### src/rtl/mesi_snoop_responder.sv
// Snoop-side MESI responder: answers other caches' bus ops against a local direct-mapped
// tag/MESI table, downgrades or invalidates lines, notifies L1, and streams dirty lines on HITM.
module mesi_snoop_responder #(
  parameter  int NUM_LINES   = 16,
  parameter  int TAG_W       = 8,
  parameter  int FLUSH_BEATS = 4,
  localparam int IDX_W       = $clog2(NUM_LINES),
  localparam int BEAT_W      = (FLUSH_BEATS > 1) ? $clog2(FLUSH_BEATS) : 1
) (
  input  logic              i_clk,
  input  logic              i_rstb,
  input  logic              i_snp_valid,
  output logic              o_snp_ready,
  input  logic [1:0]        i_snp_op,
  input  logic [IDX_W-1:0]  i_snp_idx,
  input  logic [TAG_W-1:0]  i_snp_tag,
  output logic              o_res_valid,
  output logic [1:0]        o_res_code,
  output logic              o_l1_msg_valid,
  output logic [1:0]        o_l1_msg,
  output logic              o_flush_valid,
  input  logic              i_flush_ready,
  output logic [BEAT_W-1:0] o_flush_beat,
  output logic              o_flush_last,
  input  logic              i_upd_valid,
  output logic              o_upd_ready,
  input  logic [IDX_W-1:0]  i_upd_idx,
  input  logic [TAG_W-1:0]  i_upd_tag,
  input  logic [1:0]        i_upd_state,
  output logic              o_err
);

  typedef enum logic [1:0] {
    ST_IDLE   = 2'd0,
    ST_LOOKUP = 2'd1,
    ST_FLUSH  = 2'd2
  } state_e;

  localparam logic [1:0] OP_READ  = 2'd0;
  localparam logic [1:0] OP_WRITE = 2'd1;
  localparam logic [1:0] OP_INV   = 2'd2;
  localparam logic [1:0] OP_RWIM  = 2'd3;

  localparam logic [1:0] MESI_I = 2'd0;
  localparam logic [1:0] MESI_S = 2'd1;
  localparam logic [1:0] MESI_M = 2'd3;

  localparam logic [1:0] RES_NOHIT = 2'd0;
  localparam logic [1:0] RES_HIT   = 2'd1;
  localparam logic [1:0] RES_HITM  = 2'd2;

  localparam logic [1:0] MSG_GETLINE = 2'd1;
  localparam logic [1:0] MSG_INVLINE = 2'd2;
  localparam logic [1:0] MSG_EVICT   = 2'd3;

  localparam logic [BEAT_W-1:0] LAST_BEAT = BEAT_W'(FLUSH_BEATS - 1);

  typedef struct packed {
    logic [1:0] code;
    logic       msg_v;
    logic [1:0] msg;
    logic       err;
    logic       wr;
    logic [1:0] nxt;
  } snp_res_t;

  // Protocol table: result, L1 message and new MESI state for one snoop against one entry.
  function automatic snp_res_t snoop_decode(input logic [1:0] op, input logic hit,
                                            input logic [1:0] cur);
    snp_res_t r;
    r     = '0;
    r.nxt = cur;
    if (hit) begin
      case (op)
        OP_READ: begin
          r.code  = (cur == MESI_M) ? RES_HITM : RES_HIT;
          r.msg_v = (cur == MESI_M);
          r.msg   = (cur == MESI_M) ? MSG_GETLINE : 2'd0;
          r.wr    = 1'b1;
          r.nxt   = MESI_S;
        end
        OP_WRITE: r.wr = 1'b0;
        OP_INV: begin
          if (cur == MESI_S) begin
            r.msg_v = 1'b1;
            r.msg   = MSG_INVLINE;
            r.wr    = 1'b1;
            r.nxt   = MESI_I;
          end else begin
            r.err = 1'b1;
          end
        end
        OP_RWIM: begin
          r.code  = (cur == MESI_M) ? RES_HITM : RES_NOHIT;
          r.msg_v = 1'b1;
          r.msg   = (cur == MESI_M) ? MSG_EVICT : MSG_INVLINE;
          r.wr    = 1'b1;
          r.nxt   = MESI_I;
        end
        default: r.wr = 1'b0;
      endcase
    end else begin
      r.wr = 1'b0;
    end
    return r;
  endfunction

  state_e             r_state;
  state_e             w_state_nxt;
  logic [TAG_W-1:0]   r_tag  [NUM_LINES];
  logic [1:0]         r_mesi [NUM_LINES];
  logic [IDX_W-1:0]   r_idx;
  logic               r_wr;
  logic [1:0]         r_nxt;
  logic               r_hitm;
  logic               r_res_valid;
  logic [1:0]         r_res_code;
  logic               r_msg_valid;
  logic [1:0]         r_msg;
  logic               r_err;
  logic               r_flush_valid;
  logic [BEAT_W-1:0]  r_beat;

  logic               w_accept;
  logic               w_upd_fire;
  logic               w_fwd;
  logic [TAG_W-1:0]   w_cur_tag;
  logic [1:0]         w_cur_st;
  logic               w_hit;
  snp_res_t           w_dec;
  logic               w_beat_fire;

  assign o_snp_ready  = (r_state == ST_IDLE);
  assign o_upd_ready  = (r_state != ST_LOOKUP);
  assign w_accept     = i_snp_valid && o_snp_ready;
  assign w_upd_fire   = i_upd_valid && o_upd_ready;
  // An update landing in the accept cycle is forwarded so the lookup sees it.
  assign w_fwd        = w_upd_fire && (i_upd_idx == i_snp_idx);
  assign w_cur_tag    = w_fwd ? i_upd_tag   : r_tag[i_snp_idx];
  assign w_cur_st     = w_fwd ? i_upd_state : r_mesi[i_snp_idx];
  assign w_hit        = (w_cur_st != MESI_I) && (w_cur_tag == i_snp_tag);
  assign w_dec        = snoop_decode(i_snp_op, w_hit, w_cur_st);
  assign w_beat_fire  = r_flush_valid && i_flush_ready;

  assign o_res_valid    = r_res_valid;
  assign o_res_code     = r_res_code;
  assign o_l1_msg_valid = r_msg_valid;
  assign o_l1_msg       = r_msg;
  assign o_err          = r_err;
  assign o_flush_valid  = r_flush_valid;
  assign o_flush_beat   = r_beat;
  assign o_flush_last   = r_flush_valid && (r_beat == LAST_BEAT);

  // State register.
  always_ff @(posedge i_clk or negedge i_rstb) begin
    if (!i_rstb) r_state <= ST_IDLE;
    else         r_state <= w_state_nxt;
  end

  // Next-state decode.
  always_comb begin
    w_state_nxt = r_state;
    case (r_state)
      ST_IDLE: begin
        if (w_accept) w_state_nxt = ST_LOOKUP;
        else          w_state_nxt = ST_IDLE;
      end
      ST_LOOKUP: begin
        if (r_hitm) w_state_nxt = ST_FLUSH;
        else        w_state_nxt = ST_IDLE;
      end
      ST_FLUSH: begin
        if (w_beat_fire && (r_beat == LAST_BEAT)) w_state_nxt = ST_IDLE;
        else                                      w_state_nxt = ST_FLUSH;
      end
      default: w_state_nxt = ST_IDLE;
    endcase
  end

  // Tag/state table: snoop write-back at the end of LOOKUP, otherwise local updates.
  always_ff @(posedge i_clk or negedge i_rstb) begin
    if (!i_rstb) begin
      for (int i = 0; i < NUM_LINES; i++) begin
        r_tag[i]  <= '0;
        r_mesi[i] <= MESI_I;
      end
    end else if ((r_state == ST_LOOKUP) && r_wr) begin
      r_mesi[r_idx] <= r_nxt;
    end else if (w_upd_fire) begin
      r_tag[i_upd_idx]  <= i_upd_tag;
      r_mesi[i_upd_idx] <= i_upd_state;
    end
  end

  // Snoop result is decided at accept and presented for exactly the LOOKUP cycle.
  always_ff @(posedge i_clk or negedge i_rstb) begin
    if (!i_rstb) begin
      r_res_valid <= 1'b0;
      r_res_code  <= 2'd0;
      r_msg_valid <= 1'b0;
      r_msg       <= 2'd0;
      r_err       <= 1'b0;
      r_idx       <= '0;
      r_wr        <= 1'b0;
      r_nxt       <= 2'd0;
      r_hitm      <= 1'b0;
    end else begin
      r_res_valid <= w_accept;
      r_res_code  <= w_accept ? w_dec.code : 2'd0;
      r_msg_valid <= w_accept && w_dec.msg_v;
      r_msg       <= (w_accept && w_dec.msg_v) ? w_dec.msg : 2'd0;
      r_err       <= w_accept && w_dec.err;
      if (w_accept) begin
        r_idx  <= i_snp_idx;
        r_wr   <= w_dec.wr;
        r_nxt  <= w_dec.nxt;
        r_hitm <= (w_dec.code == RES_HITM);
      end
    end
  end

  // Write-back beat sequencer.
  always_ff @(posedge i_clk or negedge i_rstb) begin
    if (!i_rstb) begin
      r_flush_valid <= 1'b0;
      r_beat        <= '0;
    end else if (r_state == ST_LOOKUP) begin
      r_flush_valid <= r_hitm;
      r_beat        <= '0;
    end else if (w_beat_fire) begin
      if (r_beat == LAST_BEAT) begin
        r_flush_valid <= 1'b0;
        r_beat        <= '0;
      end else begin
        r_beat <= r_beat + BEAT_W'(1);
      end
    end
  end

endmodule

### config.mk
export PLATFORM = sky130hd
export DESIGN_NAME = mesi_snoop_responder
export DESIGN_NICKNAME = d
export VERILOG_FILES = /design/src/rtl/mesi_snoop_responder.sv
export SDC_FILE = /design/constraint.sdc
export NUM_CORES = 1
export LEC_CHECK = 0
export ABC_AREA = 1
export ABC_CLOCK_PERIOD_IN_PS = 2200
export CAP_MARGIN = 0
export CORE_ASPECT_RATIO = 1.2
export CORE_UTILIZATION = 63
export CTS_BUF_LIST = sky130_fd_sc_hd__clkbuf_8
export DETAILED_ROUTE_END_ITERATION = 10
export GPL_ROUTABILITY_DRIVEN = 0
export GPL_TIMING_DRIVEN = 0
export PLACE_DENSITY = 0.83
export SETUP_SLACK_MARGIN = 0.02
export SYNTH_ARGS = -nofsm -noshare
export SYNTH_HDL_FRONTEND = slang
export SYNTH_SLANG_ARGS = --single-unit
### constraint.sdc
create_clock -name i_clk -period 2.2 [get_ports i_clk]
set_clock_uncertainty 0.2 [all_clocks]
set_input_delay 0.66 -clock i_clk [delete_from_list [all_inputs] [get_ports i_clk]]
set_output_delay 0.66 -clock i_clk [all_outputs]
set_load 0.02 [all_outputs]
# Word level (Yosys, flattened, before mapping)

Index checks and enable logic that the tools add are counted.

Shift operators: 0
Multiplexer cells: 46
Reductions and logical operators: 21
Multiply operators: 0
Divide/modulo/power cells: 0
Order comparisons: 5
Add/subtract/negate cells: 1
Eq/ne operators: 12
Bitwise logic cells: 4

Operators by type and width:

| cell               | count |
|---|---|
| $bwmux 128         | 1 |
| $bwmux 32          | 2 |
| $mux 32            | 2 |
| $bmux 8 s4         | 1 |
| $demux 8 s4        | 1 |
| $mux 8             | 4 |
| $mux 2             | 15 |
| $demux 2 s4        | 2 |
| $ge 5x5->1 const B | 3 |
| $not 4->5          | 3 |
| $eq 2x2->1 const B | 6 |
| $logic_and 1x1->1  | 12 |
| $pmux 2 s3         | 2 |
| $lt 5x1->1 const B | 2 |
| $mux 1             | 9 |
| $pmux 3 s3         | 1 |
| $bmux 2 s4         | 1 |
| $eq 8x8->1         | 1 |
| $reduce_bool 2->1  | 4 |
| $eq 2x1->1 const B | 3 |
| $mux 3             | 2 |
| $mux 6             | 1 |
| $eq 4x4->1         | 1 |
| $logic_not 2->1    | 2 |
| 7 further kinds    | 8 |

Logic and storage cells: 133
Register bits: 180
RAM bits: 0
ROM bits: 0
Output and inout port bits: 13
Memories kept: 0
Input bits: 33
Latch bits: 0

# Longest topological paths before layout

Depth in word-level cells: 11
Depth in mapped cells: 18
Mapped depth without buffers: 17

# Least setup slack after synthesis

Ideal clock, no wire load.

Path kind: input -> register
From: in i_snp_idx[0]
To: reg r_nxt[1]
Library setup time: 0.116 ns
Arrival time: 2.056 ns
Stages: 15
Setup slack: -0.172 ns
Buffers on the path: 2
Required time: 1.884 ns
Cells stage by stage: buf_6 -> xor2_1 -> nor2_2 -> nand3_4 -> inv_4 -> buf_6 -> nand2_1 -> nand3_2 -> nand2_1 -> nor2_1 -> nand3_1 -> nor2_2 -> nand3_1 -> nand2_1 -> nand2_1

Cells in the longest elaborated chain, start to end: 9
Elaborated cells between the ends (all ways): 18
Those cells by class: 3 x eq/ne; 11 x mux; 1 x bitwise; 3 x reduce/logical

RTL lines:

| element                                   | line     | RTL |
|---|---|---|
| from (decl)                               | 15       | `input logic [IDX_W-1:0] i_snp_idx,` |
| $not 4->5 (not written as such)           | 139, 140 |  |
| $bmux 2 s4                                | 140      | `assign w_cur_st = w_fwd ? i_upd_state : r_mesi[i_snp_idx];` |
| $mux 2 (not written as such) (2 in a row) | 140      |  |
| $mux 2                                    | 140      |  |
| $eq 2x1->1                                | 84       | `if (cur == MESI_S) begin` |
| $mux 3                                    | 84       |  |
| $pmux 2 s3                                | 74       | `case (op)` |
| $mux 2 *                                  | 73       | `if (hit) begin` |
| to (signal assigned)                      | 216      | `r_nxt <= w_dec.nxt;` |
| to (decl)                                 | 114      | `logic [1:0] r_nxt;` |

Every way passes the cells marked *; elsewhere a longest branch is shown, timed or not. The select of a mux whose other input is x is not followed.
A chain may end at the register's enable or synchronous reset.

# Final worst setup path

From: in i_snp_idx[3]
To: reg r_msg[0] (netlist: o_l1_msg[0])

Cells in the longest elaborated chain, start to end: 11
Elaborated cells between the ends (all ways): 23
Those cells by class: 4 x eq/ne; 14 x mux; 1 x bitwise; 4 x reduce/logical

RTL lines:

| element                                   | line     | RTL |
|---|---|---|
| $not 4->5 (not written as such)           | 139, 140 |  |
| $bmux 2 s4                                | 140      |  |
| $mux 2 (not written as such) (2 in a row) | 140      |  |
| $mux 2                                    | 140      |  |
| $eq 2x1->1                                | 84       |  |
| $mux 3                                    | 84       |  |
| $pmux 3 s3                                | 74       |  |
| $mux 6 *                                  | 73       |  |
| $logic_and 1x1->1                         | 211      | `r_msg <= (w_accept && w_dec.msg_v) ? w_dec.msg : 2'd0;` |
| $mux 2 *                                  | 211      |  |
| to (signal assigned)                      | 211      |  |
| to (decl)                                 | 119      | `logic [1:0] r_msg;` |

Marks and branches as above.

==> results.py <==
metrics = {
    "place": {
        "hpwl_um": 20600,
        "port_buffers": 42,
        "placed_area_sq_um": 10300,
    },
    "worst_setup_path": {
        "arrival_ns": 2.56,
        "crit_fanout": 8,
        "crit_slowest_cell": "dlygate4sd2_1",
        "cpPeakStageDelay_ns": 0.28,
        "crit_top_cell": "nand4_1",
        "criticalPathCategory": "in -> reg",
        "crit_chain": "dlygate4sd2_1, inv_2, nand2_2, a21oi_4, nand3_4, inv_6, buf_8, buf_6, nand2_1, nand3_2, nand4_1, nor2_4, nand4_1, nor2_1",
        "required_ns": 2.42,
        "critPathLaunchType": "input pin",
        "end_kind": "flip-flop",
    },
    "yosys": {
        "yosysWarnings": 0,
        "synth_common_cells": "nand2_1, dfrtp_1, o21ai_0",
        "ys_ff_latch": 180,
        "synth_cells": 1341,
        "post-synth-top-count-cell": "nand2_1",
        "synth_nets": 1379,
        "yosys_most_used_dff": "dfrtp_1",
        "yosysSeqAreaShare": 0.468,
        "synth_cell_types": 35,
        "synth.avg_cell_area_sq_um": 7.17,
        "synth_top_cell_area_share": 0.468,
        "async_reset_ff_frac": 1.00,
        "synth.area.top_cells": "dfrtp_1, nand2_1, o21ai_0",
        "synth_area_sq_um": 9620,
        "yosysTopAreaCell": "dfrtp_1",
        "synth_edf_count": 0,
    },
    "clocking": {
        "clk_path_buf_depth": 2,
        "cts_tree": "yes",
        "path_clk_slew_ns": 0.10,
        "cts_root_buf": "clkbuf_8",
        "cts_sinks": 180,
        "cts_made_buffers": 17,
        "htreeDepth": 4,
        "insertion_delay_ns": 0.49,
    },
    "finish": {
        "fin_area_sq_um": 11500,
        "area_growth_pct": 19.3,
        "fin_nets": 1467,
        "final_layout_size_suffix_gt1_frac": 0.148,
        "finish.utilization": 0.767,
        "insertedDiodeCount": 0,
    },
    "die": {
        "core_sq_um": 15000,
        "die_y_um": 137,
        "die_x_um": 115,
        "num_io_pins": 46,
        "num_rows": 49,
        "design.die.area_sq_um": 15800,
        "start_util": 0.643,
    },
    "route": {
        "via_per_inst": 5.97,
        "drt-initial-drc-count": 1519,
        "drtAntennaViolNets": 0,
        "routed_wl_um": 31100,
        "drt-pass1-iter-count": 7,
        "wire_per_inst_um": 18.9,
        "vias": 9833,
        "drc": 0,
    },
    "grt": {
        "grt_pass1_wl_um": 48000,
        "antenna_found_initial": 0,
        "grt_max_degree": 110,
        "grt_pass1_vias": 9331,
        "grt_use_total": 0.414,
        "grt_overflow": 0,
    },
    "sta": {
        "setup_viol": 12,
        "rsz0062_at_grt": "yes",
        "max_slew.worst_pin.slew_ns": 0.711,
        "fmax_mhz": 427,
        "hold_violations": 0,
        "relSlewSlack": 0.526,
        "period_needed_ns": 2.34,
        "maxSlewViolCount": 0,
        "whs_ns": 0.289,
        "fin_crit_sh": 1.07,
        "layout_setup_ws_ns": -0.143,
    },
    "power": {
        "power_frac_seq": 0.505,
        "ir_drop_v": 0.000589,
        "p_per_area_nw_per_um2": 746,
        "clkPwrFrac": 0.250,
        "switchingPower_w": 0.00294,
        "p_total_w": 0.00855,
        "power.leakage_nw": 5.70,
        "switching_share": 0.343,
        "p_comb_frac": 0.245,
        "internal_power_w": 0.00562,
    },
    "worst_hold_path": {
        "min_path_type": "reg -> reg",
    },
    "status": {
        "status": "finished with violations",
        "violations": "setup timing",
    },
    "flow_run": {
        "cap_violations": 0,
    },
}
## flip-flops by register name, summed over array words and instances, names as in the netlist
register	flops
r_tag	128
r_mesi	32
r_idx	4
o_flush_beat	2
o_l1_msg	2
o_res_code	2
r_nxt	2
r_state	2
o_err	1
o_flush_valid	1
o_l1_msg_valid	1
o_res_valid	1
r_hitm	1
r_wr	1
## path summary, 6_finish.rpt
kind	from	end	slack, ns	depth (start not counted)
min in group asynchronous	i_rstb	r_mesi[8]$_DFFE_PN0P_	0.51	2
worst max-delay path	i_snp_idx[3]	o_l1_msg[0]$_DFF_PN0_	-0.14	14
worst min register to register	r_tag[9]$_DFFE_PN0P_	r_tag[9]$_DFFE_PN0P_	0.29	2
worst max register to register	r_state[0]$_DFF_PN0_	o_l1_msg[0]$_DFF_PN0_	-0.08	13
worst min-delay path	r_tag[9]$_DFFE_PN0P_	r_tag[9]$_DFFE_PN0P_	0.29	2
max in group asynchronous	i_rstb	r_tag[83]$_DFFE_PN0P_	0.36	3
## repair_timing
action	CTS	global route
cloned	2	0
hold endpoints to repair	71	0
pin swaps	39	29
endpoints found under the setup margin	176	152
resized for setup	167	81
setup buffers	19	6
hold buffers	1	0
## critical path, delay by kind of cell
| kind | cells | cell delay [ns] |
|---|---|---|
| and+or+nand+nor | 8 | 0.97 |
| buffers and inverters | 5 | 0.79 |
| AOI/OAI and AO/OA | 1 | 0.14 |
## metal layers
metal  vias up  GRT usage  wire [um]
li1       4439          -          -
met1      4523      0.503      11400
met2       687      0.656      14300
met3       184     0.0880       3240
met4         0      0.299       2200
met5         -          0          0
## cells by family (layout without fill, tap and decap cells)
group | count (synthesis) | after routing | share of synthesized area
compound gates | 232 | 232 | 0.132
buf+inv | 232 | 333 | 0.0980
simple gates | 689 | 689 | 0.292
fa+ha+maj | 5 | 5 | 0.00651
xor+xnor | 3 | 3 | 0.00273
flops | 180 | 180 | 0.468
## power groups by stage
| stage | sequential (W) | combinational [W] | clock, W |
|---|---|---|---|
| 3_3_place_gp | 0.00434 | 0.00178 | 0 |
| 4_1_cts | 0.00430 | 0.00198 | 0.00214 |
| 3_5_place_dp | 0.00436 | 0.00185 | 0 |
| 5_1_grt | 0.00438 | 0.00234 | 0.00225 |
| 2_1_floorplan | 0.00428 | 0.00130 | 0 |
| 6_report | 0.00432 | 0.00210 | 0.00214 |
## layout by cell type (no fill, tap or decap), types with 4 or more instances in the layout
| master | instances |
|---|---|
| a21oi_1 | 20 |
| a221oi_1 | 5 |
| a22oi_1 | 18 |
| buf_12 | 4 |
| buf_2 | 12 |
| buf_4 | 30 |
| buf_6 | 12 |
| clkbuf_1 | 6 |
| clkbuf_2 | 15 |
| clkbuf_4 | 6 |
| clkbuf_8 | 26 |
| clkdlybuf4s50_1 | 20 |
| clkinvlp_4 | 4 |
| dfrtp_1 | 180 |
| dlygate4sd2_1 | 11 |
| ha_1 | 4 |
| inv_1 | 161 |
| inv_2 | 6 |
| inv_6 | 5 |
| nand2_1 | 409 |
| nand2_2 | 24 |
| nand2_4 | 8 |
| nand3_1 | 115 |
| nand3_2 | 25 |
| nor2_1 | 88 |
| nor2_2 | 8 |
| nor2_4 | 8 |
| o211ai_1 | 5 |
| o21ai_0 | 164 |
| o21ai_1 | 10 |
## layout make-up
cell class | count | area, sq um
plain buffers | 61 | 499
clock buffers | 19 | 262
clock inverters | 13 | 103
fillers | 1136 | 3490
inverters | 169 | 648
multi-input cells | 929 | 4500
flip-flops and latches | 180 | 4500
well taps | 204 | 255
repair buffers | 71 | 696
## per-stage QoR
stage	setup WS, ns	setup TNS [ns]	cells
5_1_grt	-0.235	-2.91	1646
4_1_cts	-0.132	-0.717	1642
3_5_place_dp	-1.38	-125.65	1588
6_report	-0.143	-1.10	1646
2_1_floorplan	-0.171	-1.28	1341
3_3_place_gp	-7.08	-1391.48	1587
No activity file was read; power rests on OpenSTA's default activity.
